### src/rtl/uart_mem_bridge_pkg.sv
// Shared types and constants for the UART-to-memory bridge.
// Holds FSM encodings, memory selectors and framing constants.
package uart_mem_bridge_pkg;

    typedef enum logic [2:0] {
        S_IDLE      = 3'd0,
        S_WRITE     = 3'd1,
        S_READ_REQ  = 3'd2,
        S_READ_WAIT = 3'd3,
        S_LOAD      = 3'd4,
        S_SEND      = 3'd5,
        S_WAIT_TX   = 3'd6
    } state_e;

    localparam logic       MEM_IMEM         = 1'b0;
    localparam logic       MEM_DMEM         = 1'b1;
    localparam logic [7:0] DEFAULT_ACK_BYTE = 8'hA5;
    localparam int         BYTES_PER_WORD   = 4;

endpackage

### src/rtl/uart_mem_bridge_bits_tx.sv
// 8N1 UART transmitter, LSB first.
// start is accepted only while idle; busy covers the whole frame.
module uart_bits_tx #(
    parameter int CLKS_PER_BIT = 868
) (
    input  logic       clk,
    input  logic       reset,
    input  logic       start,
    input  logic [7:0] data,
    output logic       tx,
    output logic       busy
);

    localparam int CNT_W = (CLKS_PER_BIT > 1) ? $clog2(CLKS_PER_BIT) : 1;
    localparam logic [CNT_W-1:0] CNT_MAX = CNT_W'(CLKS_PER_BIT - 1);

    logic [CNT_W-1:0] cnt_q, cnt_d;
    logic [3:0]       bit_q, bit_d;
    logic [9:0]       frame_q, frame_d;
    logic             tx_q, tx_d;
    logic             busy_q, busy_d;

    // Frame sequencing: load {stop, data, start}, shift out one bit per period.
    always_comb begin
        cnt_d   = cnt_q;
        bit_d   = bit_q;
        frame_d = frame_q;
        tx_d    = tx_q;
        busy_d  = busy_q;
        if (!busy_q) begin
            if (start) begin
                frame_d = {1'b1, data, 1'b0};
                tx_d    = 1'b0;
                cnt_d   = '0;
                bit_d   = '0;
                busy_d  = 1'b1;
            end
        end else if (cnt_q == CNT_MAX) begin
            cnt_d = '0;
            if (bit_q == 4'd9) begin
                busy_d = 1'b0;
                tx_d   = 1'b1;
            end else begin
                bit_d   = bit_q + 4'd1;
                frame_d = {1'b1, frame_q[9:1]};
                tx_d    = frame_q[1];
            end
        end else begin
            cnt_d = cnt_q + 1'b1;
        end
    end

    // State registers; reset forces the line idle-high immediately.
    always_ff @(posedge clk or posedge reset) begin
        if (reset) begin
            cnt_q   <= '0;
            bit_q   <= '0;
            frame_q <= '1;
            tx_q    <= 1'b1;
            busy_q  <= 1'b0;
        end else begin
            cnt_q   <= cnt_d;
            bit_q   <= bit_d;
            frame_q <= frame_d;
            tx_q    <= tx_d;
            busy_q  <= busy_d;
        end
    end

    assign tx   = tx_q;
    assign busy = busy_q;

endmodule

### src/rtl/uart_mem_bridge.sv
// Executes received packets as single-word memory accesses and
// answers the host over UART: ACK for writes, 4 bytes MSB-first for reads.
module uart_mem_bridge
    import uart_mem_bridge_pkg::*;
#(
    parameter int         CLKS_PER_BIT = 868,
    parameter logic [7:0] ACK_BYTE     = DEFAULT_ACK_BYTE
) (
    input  logic        clk,
    input  logic        reset,
    input  logic        rx_done,
    input  logic [31:0] rx_data,
    input  logic [8:0]  rx_addr,
    input  logic        rx_mem_type,
    input  logic        rx_rw,
    output logic [8:0]  mem_addr,
    output logic [31:0] mem_wdata,
    output logic        imem_we,
    output logic        dmem_we,
    output logic        imem_re,
    output logic        dmem_re,
    input  logic [31:0] imem_rdata,
    input  logic [31:0] dmem_rdata,
    output logic        tx,
    output logic        busy,
    output logic        overrun
);

    state_e      state_q, state_d;
    logic        type_q, type_d;
    logic [8:0]  addr_q, addr_d;
    logic [31:0] wdata_q, wdata_d;
    logic [31:0] shift_q, shift_d;
    logic [2:0]  count_q, count_d;
    logic        overrun_q, overrun_d;
    logic        tx_start;
    logic        tx_busy;

    // Next-state and datapath control for the access/response sequence.
    always_comb begin
        state_d   = state_q;
        type_d    = type_q;
        addr_d    = addr_q;
        wdata_d   = wdata_q;
        shift_d   = shift_q;
        count_d   = count_q;
        overrun_d = overrun_q | (rx_done && state_q != S_IDLE);
        tx_start  = 1'b0;
        case (state_q)
            S_IDLE: begin
                if (rx_done) begin
                    type_d  = rx_mem_type;
                    addr_d  = rx_addr;
                    wdata_d = rx_data;
                    state_d = rx_rw ? S_WRITE : S_READ_REQ;
                end
            end
            S_WRITE: begin
                shift_d = {ACK_BYTE, 24'h0};
                count_d = 3'd1;
                state_d = S_SEND;
            end
            S_READ_REQ: begin
                state_d = S_READ_WAIT;
            end
            S_READ_WAIT: begin
                shift_d = (type_q == MEM_DMEM) ? dmem_rdata : imem_rdata;
                count_d = 3'(BYTES_PER_WORD);
                state_d = S_SEND;
            end
            S_SEND: begin
                if (!tx_busy) begin
                    tx_start = 1'b1;
                    state_d  = S_WAIT_TX;
                end
            end
            S_WAIT_TX: begin
                if (!tx_busy) begin
                    shift_d = {shift_q[23:0], 8'h00};
                    count_d = count_q - 3'd1;
                    state_d = (count_q == 3'd1) ? S_IDLE : S_SEND;
                end
            end
            default: begin
                state_d = S_IDLE;
            end
        endcase
    end

    // Control and datapath registers.
    always_ff @(posedge clk or posedge reset) begin
        if (reset) begin
            state_q   <= S_IDLE;
            type_q    <= MEM_IMEM;
            addr_q    <= '0;
            wdata_q   <= '0;
            shift_q   <= '0;
            count_q   <= '0;
            overrun_q <= 1'b0;
        end else begin
            state_q   <= state_d;
            type_q    <= type_d;
            addr_q    <= addr_d;
            wdata_q   <= wdata_d;
            shift_q   <= shift_d;
            count_q   <= count_d;
            overrun_q <= overrun_d;
        end
    end

    assign mem_addr  = addr_q;
    assign mem_wdata = wdata_q;
    assign imem_we   = (state_q == S_WRITE)    && (type_q == MEM_IMEM);
    assign dmem_we   = (state_q == S_WRITE)    && (type_q == MEM_DMEM);
    assign imem_re   = (state_q == S_READ_REQ) && (type_q == MEM_IMEM);
    assign dmem_re   = (state_q == S_READ_REQ) && (type_q == MEM_DMEM);
    assign busy      = (state_q != S_IDLE);
    assign overrun   = overrun_q;

    uart_bits_tx #(
        .CLKS_PER_BIT(CLKS_PER_BIT)
    ) u_tx (
        .clk  (clk),
        .reset(reset),
        .start(tx_start),
        .data (shift_q[31:24]),
        .tx   (tx),
        .busy (tx_busy)
    );

endmodule

### config.mk
export PLATFORM = sky130hd
export DESIGN_NAME = uart_mem_bridge
export DESIGN_NICKNAME = d
export VERILOG_FILES = /design/src/rtl/uart_mem_bridge_pkg.sv /design/src/rtl/uart_mem_bridge_bits_tx.sv /design/src/rtl/uart_mem_bridge.sv
export SDC_FILE = /design/constraint.sdc
export NUM_CORES = 1
export LEC_CHECK = 0
export CORE_ASPECT_RATIO = 2
export CORE_UTILIZATION = 47
export CTS_CLUSTER_DIAMETER = 60
export DETAILED_ROUTE_END_ITERATION = 16
export GPL_TIMING_DRIVEN = 0
export PLACE_DENSITY = 0.77
export SYNTH_ARGS = -nofsm -noshare
export SYNTH_HDL_FRONTEND = slang
export SYNTH_SLANG_ARGS = --single-unit
### constraint.sdc
create_clock -name clk -period 5.4 [get_ports clk]
set_clock_uncertainty 0.2 [all_clocks]
set_input_delay 1.62 -clock clk [delete_from_list [all_inputs] [get_ports clk]]
set_output_delay 1.62 -clock clk [all_outputs]
set_load 0.005 [all_outputs]
======== Yosys cells after proc, flatten, opt, wreduce, memory -nomap -nowiden ========
Cells that the tools add are included.
cells by class
  $add $sub $neg .......................... 3
  $mul .................................... 0
  div/mod/pow operators ................... 0
  magnitude comparators ................... 0
  eq/ne operators ......................... 13
  shifts and indexed selects .............. 0
  muxes and demuxes ....................... 32
  bitwise gates (word level) .............. 2
  reduce and logical (&&, ||, !) cells .... 15
operators by type and width
  kind                                                                number
  32-bit case mux with 3 select lines                                 1
  10-bit 2-to-1 mux                                                   7
  32-bit 2-to-1 mux                                                   2
  4-bit 2-to-1 mux                                                    4
  3-bit 2-to-1 mux                                                    5
  3-bit case mux with 5 select lines                                  1
  10-bit by 1-bit adder with 10-bit output, second input constant     1
  10-bit == test, second input constant                               1
  1-bit 2-to-1 mux                                                    10
  2-bit != test, second input constant                                5
  3-bit case mux with 3 select lines                                  1
  3-bit by 1-bit == test with 1-bit output, second input constant     2
  3-bit by 2-bit == test with 1-bit output, second input constant     2
  3-bit == test, second input constant                                2
  2-bit AND reduction                                                 3
  3-bit AND reduction                                                 2
  3-bit nonzero test                                                  2
  1-bit logical AND                                                   5
  4-bit by 1-bit adder with 4-bit output, second input constant       1
  4-bit == test, second input constant                                1
  3-bit zero test                                                     1
  3-bit by 1-bit subtractor with 3-bit output, second input constant  1
  2-bit 2-to-1 mux                                                    1
  2-bit nonzero test                                                  1
  other kinds (3)                                                     3
word-level totals
  flip-flop bits (word level) ............. 107
  latch bits .............................. 0
  bits in writable memories ............... 0
  bits in read-only memories .............. 0
  bits of input ports ..................... 110
  output and inout bits ................... 48
  memories ................................ 0

======== Logic depth before layout (Yosys ltp) ========
Gate-level depths: netlist of run 1.
  depth after elaboration ................. 4
  mapped depth ............................ 7
  gate-level depth less buffers ........... 6

======== Cells and area by module ========
A second synthesis of run 1 with hierarchy kept.
unflattened totals
  cell total of the unflattened synthesis .. 453
  area, all modules ....................... 5057.4 µm²
by module, submodules not included
  module           times used  cells each  area each (µm²)  sequential area each (µm²)
  uart_mem_bridge  1           333         3783.6           2026.9
  uart_bits_tx     1           120         1273.7           611.8

======== Worst setup path before layout of run 1 ========
No wires, ideal clock.
  path type ............................... register to output
  start ................................... reg type_q
  end ..................................... out imem_re
  arrival ................................. 1.100 ns
  required time ........................... 3.580 ns
  path slack .............................. 2.480 ns
  stages on the path, launching flop included .. 5
  cell sequence ........................... dfrtp_1 > buf_2 > buf_2 > buf_2 > nor3_1
on the way
  longest elaborated chain between the ends .. 2
RTL lines
  item                      RTL line                text
  start: declaration        uart_mem_bridge.sv:30   logic type_q, type_d;
  start signal: assignment  uart_mem_bridge.sv:102  type_q <= type_d;
  1-bit NOT                 uart_mem_bridge.sv:115  assign imem_re = (state_q == S_READ_REQ) && (type_q == MEM_IMEM);
  1-bit logical AND         uart_mem_bridge.sv:115
  end: declaration          uart_mem_bridge.sv:20   output logic imem_re,
No other way between the ends.

======== Worst setup path after layout of run 1 ========
  start ................................... reg type_q
  end ..................................... out imem_we
on the way
  longest elaborated chain between the ends .. 2
RTL lines
  item               RTL line                text
  1-bit NOT          uart_mem_bridge.sv:113  assign imem_we = (state_q == S_WRITE) && (type_q == MEM_IMEM);
  1-bit logical AND  uart_mem_bridge.sv:113
  end: declaration   uart_mem_bridge.sv:18   output logic imem_we,
No other way between the ends.

==> run summary, run 1 <==
commonest cells in the netlist - dfrtp_1, mux2_2, nor2_1
WS Path Type - reg2out
Final Slew Violations - 0
DP HPWL - 9770 microns
peak fanout along the critical path - 10
buffers added on ports - 157
Synth area leaders - dfrtp_1, mux2_2, dfstp_2
share of layout cells above drive strength 1 - 21.93%
asr flop ratio synth - 100.0%
row cnt - 53
area leader, netlist - dfrtp_1
Max Freq - 0.2481 GHz
max-cap viol count - 0
EDFF count, synth - 0
status - finished clean
Cell Int Power - 1.385 mW
Routed Antenna Nets - 0
number of global-route vias before repair - 4193
multi-input logic area - 2251 sq um
Top Ports - 158
WP data required - 3.58 ns
final instance area - 7178 sq um
post-synthesis register bit count - 105
vias per cell - 5.401
Worst-path clk slew - 0.06 ns
Clock Sinks - 105
antenna violations before repair - 0
synth warn - 0
top_reg_cell synth - dfrtp_1
CTS resizes - 0
Data arrival, critical path - 2.21 ns
drt drc - 0
Max VDD drop - 0.2080 mV
Final #Nets - 722
hold buffers post-CTS - 0
Psw - 358.2 uW
postcts setup bufs - 0
final RePlAce weighted congestion - 0.8429
Total GRT Usage - 23.79%
dpl cell area - 6867 sq um
post-layout util - 68.08%
DR iter-0 viols - 128
Antenna Cells - 0
Congestion Overflow GR - 0
Yosys cell types - 52
worst slew pin tran - 0.5830 ns
Fin Hold WS - 0.2833 ns
Die Width - 75.61 microns
DR pass1 iterations - 4
Cells after Synth - 438
CP Capture Type - output pin
global-route wire length before repair - 19920 microns
Worst slew margin - 61.14%
top cell type's share of synthesized area - 47.16%
Routed WL - 12640 microns
die area - 11280 sq um
Die H - 149.2 microns
LEAKAGE - 3.063 nW
initial core utilization - 48.31%
CORE AREA - 10540 sq um
worst skew pair latency - 0.34 ns
nature of the critical path startpoint - flop
sequential fraction of the synthesis area - 51.81%
Final min period - 4.030 ns
CTS max path bufs - 2
combinational share of power - 11.8%
Mean Syn Cell Area - 11.63 sq um
switching share of power - 20.55%
worst hold path class - reg2reg
Seq. cell area - 2639 sq um
Synthesized Nets - 553
CTS root buf - clkbuf_16
depth of the CTS H-tree - 3
r2r setup slk - 3.11 ns
routed length per instance - 16.90 microns
PD cells - 242.8 nW/um^2
pin count of the biggest net entering global routing - 74
TritonCTS clock tree - yes
count leader, synth - dfrtp_1
DR vias - 4040
Clock Power Share - 39.4%
Setup TNS - 0 ns
Flop pwr share - 48.8%
number of buffers created by CTS - 9
# setup viols final - 0
Synth Cell Area - 5094 sq um
Final Cycle Share - 74.64%
RSZ-0062 raised after global routing - no
Final Hold Viols - 0
P&R area growth vs syn - 40.92%
FILL cells - 801
## metal layers
| metal | vias to the layer above | track usage (%) | part of all wire, % |
|---|---|---|---|
| met1 | 2010 | 25.46 | 37 |
| met5 | - | 0 | 0 |
| met2 | 108 | 43.84 | 58 |
| met3 | 26 | 4.054 | 3.0 |
| li1 | 1896 | - | - |
| met4 | 0 | 10.19 | 2.9 |
## power by group through the flow
stage                     Clock, mW  Combinational (mW)  Sequential [mW]
after global placement            0               0.201            0.861
after CTS                     0.699               0.209            0.849
after floorplan                   0              0.0737            0.860
final                         0.687               0.206            0.850
after global routing          0.730               0.222            0.854
after detailed placement          0               0.208            0.864
## registers in the layout, summed over array words and instances (netlist names)
name	cells
overrun	1
mem_wdata	32
u_tx.frame_q	8
shift_q	32
count_q	3
u_tx.tx	1
mem_addr	9
u_tx.bit_q	4
state_q	3
u_tx.busy	1
u_tx.cnt_q	10
type_q	1
## placed cells by master (no fill, tap or decap), drive strengths merged, types with 2 or more instances in the layout
master	netlist	layout
buf	20	21
dfrtp	96	96
a22o	3	3
mux2i	13	13
o2111ai	2	2
nor2b	2	2
bufinv	0	2
dfstp	9	9
and2	3	3
nand2	22	22
xnor2	2	2
ha	5	5
mux2	77	77
a221oi	23	23
o21ai	29	29
and3b	4	4
nand2b	6	6
nor4	2	2
clkdlybuf4s50	0	157
nor3	6	6
a21oi	7	7
a21o	3	3
clkbuf	7	19
nand3	6	6
nand3b	3	3
inv	12	12
nor2	59	59
## logic make-up (layout without fill, tap and decap cells)
logic type,count (synthesis),after routing,synth area share [%]
mux,90,90,19.95
fa+ha+maj,5,5,1.228
compound gates,76,76,10.46
xor+xnor,3,3,0.5159
flops,105,105,51.81
simple gates,120,120,12.04
buf+inv,39,212,4.004
## through the flow
step | power, mW | setup WS (ns) | instances
finish | 1.743 | 1.370 | 748
global route | 1.806 | 1.230 | 748
CTS | 1.758 | 1.378 | 748
detailed placement | 1.072 | 1.743 | 733
global placement | 1.062 | -0.6244 | 732
floorplan | 0.9341 | 0.8344 | 438
## final cells by class
class	count	share of cell area (%)
sequential	105	36.76
multi-input combinational	294	31.36
timing repair buffer	158	22.28
clock buffer	12	3.434
tap	137	2.388
buffer	27	2.214
clock inverter	3	0.9064
inverter	12	0.6624
## worst max-delay path, stage by stage, from the launching register on
cell and delay (ns):
dfrtp_1 0.35, buf_2 0.20, buf_2 0.24, buf_2 0.25, nor3_1 0.28, clkdlybuf4s50_1 0.55
## final timing paths
| path | from | to | cells after the start |
|---|---|---|---|
| max in group asynchronous | reset | u_tx.tx | 3 |
| setup / recovery | type_q | imem_we | 5 |
| setup reg to reg | type_q | shift_q[23] | 5 |
| min in group asynchronous | reset | mem_wdata[6] | 2 |
| hold reg to reg | u_tx.frame_q[8] | u_tx.frame_q[8] | 2 |
| hold / removal | u_tx.frame_q[8] | u_tx.frame_q[8] | 2 |
No activity file was read; power rests on OpenSTA's default activity.
==> run 2: changes to the inputs <==
--- a/config.mk
+++ b/config.mk
@@ -6,11 +6,11 @@
 export NUM_CORES = 1
 export LEC_CHECK = 0
 export CORE_ASPECT_RATIO = 2
-export CORE_UTILIZATION = 47
+export CORE_UTILIZATION = 42
 export CTS_CLUSTER_DIAMETER = 60
 export DETAILED_ROUTE_END_ITERATION = 16
 export GPL_TIMING_DRIVEN = 0
-export PLACE_DENSITY = 0.77
+export PLACE_DENSITY = 0.72
 export SYNTH_ARGS = -nofsm -noshare
 export SYNTH_HDL_FRONTEND = slang
 export SYNTH_SLANG_ARGS = --single-unit
==> constraint.sdc (replaced) <==
create_clock -name clk -period 3.6 [get_ports clk]
set_clock_uncertainty 0.2 [all_clocks]
set_input_delay 1.08 -clock clk [delete_from_list [all_inputs] [get_ports clk]]
set_output_delay 1.08 -clock clk [all_outputs]
set_load 0.005 [all_outputs]
==> run 2 against run 1 <==
  * Combinational power grew 51%
  * Critical path depth shrank 1
  * Cell area grew 0.19%
  * Global-route usage shrank 1.5 points
  * Clock power grew 45%
  * Register-to-register slack lost 1.9 ns
  * Utilization shrank 7.0 points
  * Largest cell class unchanged
==> run summary, run 2 (synthesis results as in run 1) <==
pin count of the biggest net entering global routing - 42
Max stage delay on crit path - 0.52 ns
Worst Hold Path EP - overrun
worst skew pair latency - 0.34 ns
share of layout cells above drive strength 1 - 22.22%
Top Ports - 158
Die Width - 79.87 microns
final cell count without fillers - 757
Clock Sinks - 105
crit path launch - type_q
WP data required - 2.32 ns
TritonCTS clock tree - yes
P&R area growth vs syn - 41.19%
FILL cells - 958
CP Capture Type - output pin
number of global-route vias before repair - 4315
delay-heaviest family, CP - buffers and inverters
Max VDD drop - 0.4289 mV
Die H - 157.7 microns
worst hold start - overrun
worst slew pin tran - 0.8096 ns
DR iter-0 viols - 236
Max Freq - 0.3051 GHz
die area - 12600 sq um
WS Path Type - reg2out
vias per cell - 5.325
Total GRT Usage - 22.30%
CTS max path bufs - 2
CP max-delay cell - clkdlybuf4s50_1
worst setup margin - 0.3223 ns
commonest non-fill, non-tap cell in the layout - clkdlybuf4s50_1
peak fanout along the critical path - 18
max-cap viol count - 0
Fin Hold WS - 0.2592 ns
initial core utilization - 43.27%
Final Cycle Share - 91.05%
DP HPWL - 10240 microns
PD cells - 359.0 nW/um^2
hold buffers post-CTS - 0
# setup viols final - 0
worst r2r src - type_q
critical path cell sequence - buf_2 > clkbuf_4 > nor3_1 > clkdlybuf4s50_1
buffers added on ports - 157
RSZ-0062 raised after global routing - no
antenna violations before repair - 0
Seq. cell area - 2639 sq um
Worst-path clk slew - 0.07 ns
CORE AREA - 11770 sq um
Final Slew Violations - 0
routed length per instance - 17.11 microns
final instance area - 7192 sq um
Final #Nets - 722
Critical R2R Capture - shift_q[14]
LEAKAGE - 3.058 nW
Hold Path Depth - 1
row cnt - 56
status - finished clean
Final Hold Viols - 0
Worst slew margin - 45.91%
DR vias - 4031
depth of the CTS H-tree - 3
post-layout util - 61.10%
worst path bufs/invs - 3
most frequent cells in the layout - clkdlybuf4s50_1, dfrtp_1, mux2_2, nor2_1, o21ai_0
# placed instances - 742
DR pass1 iterations - 4
nature of the critical path startpoint - flop
Congestion Overflow GR - 0
worst hold path class - reg2reg
number of buffers created by CTS - 9
Routed WL - 12950 microns
Post-Place Setup Slack - 0.4376 ns
r2r setup slk - 1.21 ns
CTS root buf - clkbuf_16
Routed Antenna Nets - 0
Data arrival, critical path - 2.00 ns
multi-input logic area - 2251 sq um
final RePlAce weighted congestion - 0.8209
Tot Pwr - 2.582 mW
global-route wire length before repair - 21050 microns
Antenna Cells - 0
R2R cell count - 5
dpl cell area - 6890 sq um
drt drc - 0
Setup TNS - 0 ns
Final min period - 3.278 ns
run 2: cell types whose count changed in the layout (fill, tap and decap cells not counted), moves of 2 or more:
cell	delta
buf_2	-2
inv_6	+2
buf_12	+2
clkbuf_1	-2
run 2: worst max path at each step:
stage                             end  cells past startpoint
after detailed placement      imem_re                      5
final                         imem_re                      4
after CTS                     imem_re                      5
after global placement    shift_q[25]                      2
after floorplan            count_q[0]                      1
after global routing          imem_re                      4
run 2: metal layers:
metal	track usage [%]	up-vias	part of all wire, %
met5	0	-	0
met4	13.44	0	5.0
met3	3.862	35	3.8
met2	40.17	116	55
met1	23.68	1976	36
li1	-	1904	-
run 2: timing repair:
action,4_1_cts,5_1_grt
setup endpoints to repair,0,2
buffers inserted,0,0
resized for setup,0,1
endpoints found under the hold margin,0,0
run 2: power breakdown:
| group | leakage [nW] | internal, mW | switching, mW |
|---|---|---|---|
| Clock | 0.151 | 0.561 | 0.435 |
| Sequential | 1.27 | 1.24 | 0.0312 |
| Combinational | 1.64 | 0.211 | 0.100 |
run 2: cell type report:
cell class	count	share of cell area [%]
multi-input combinational	294	31.30
inverter	12	0.6785
tap	145	2.523
sequential	105	36.69
clock buffer	10	3.323
buffer	26	2.175
timing repair buffer	159	22.41
clock inverter	6	0.9047
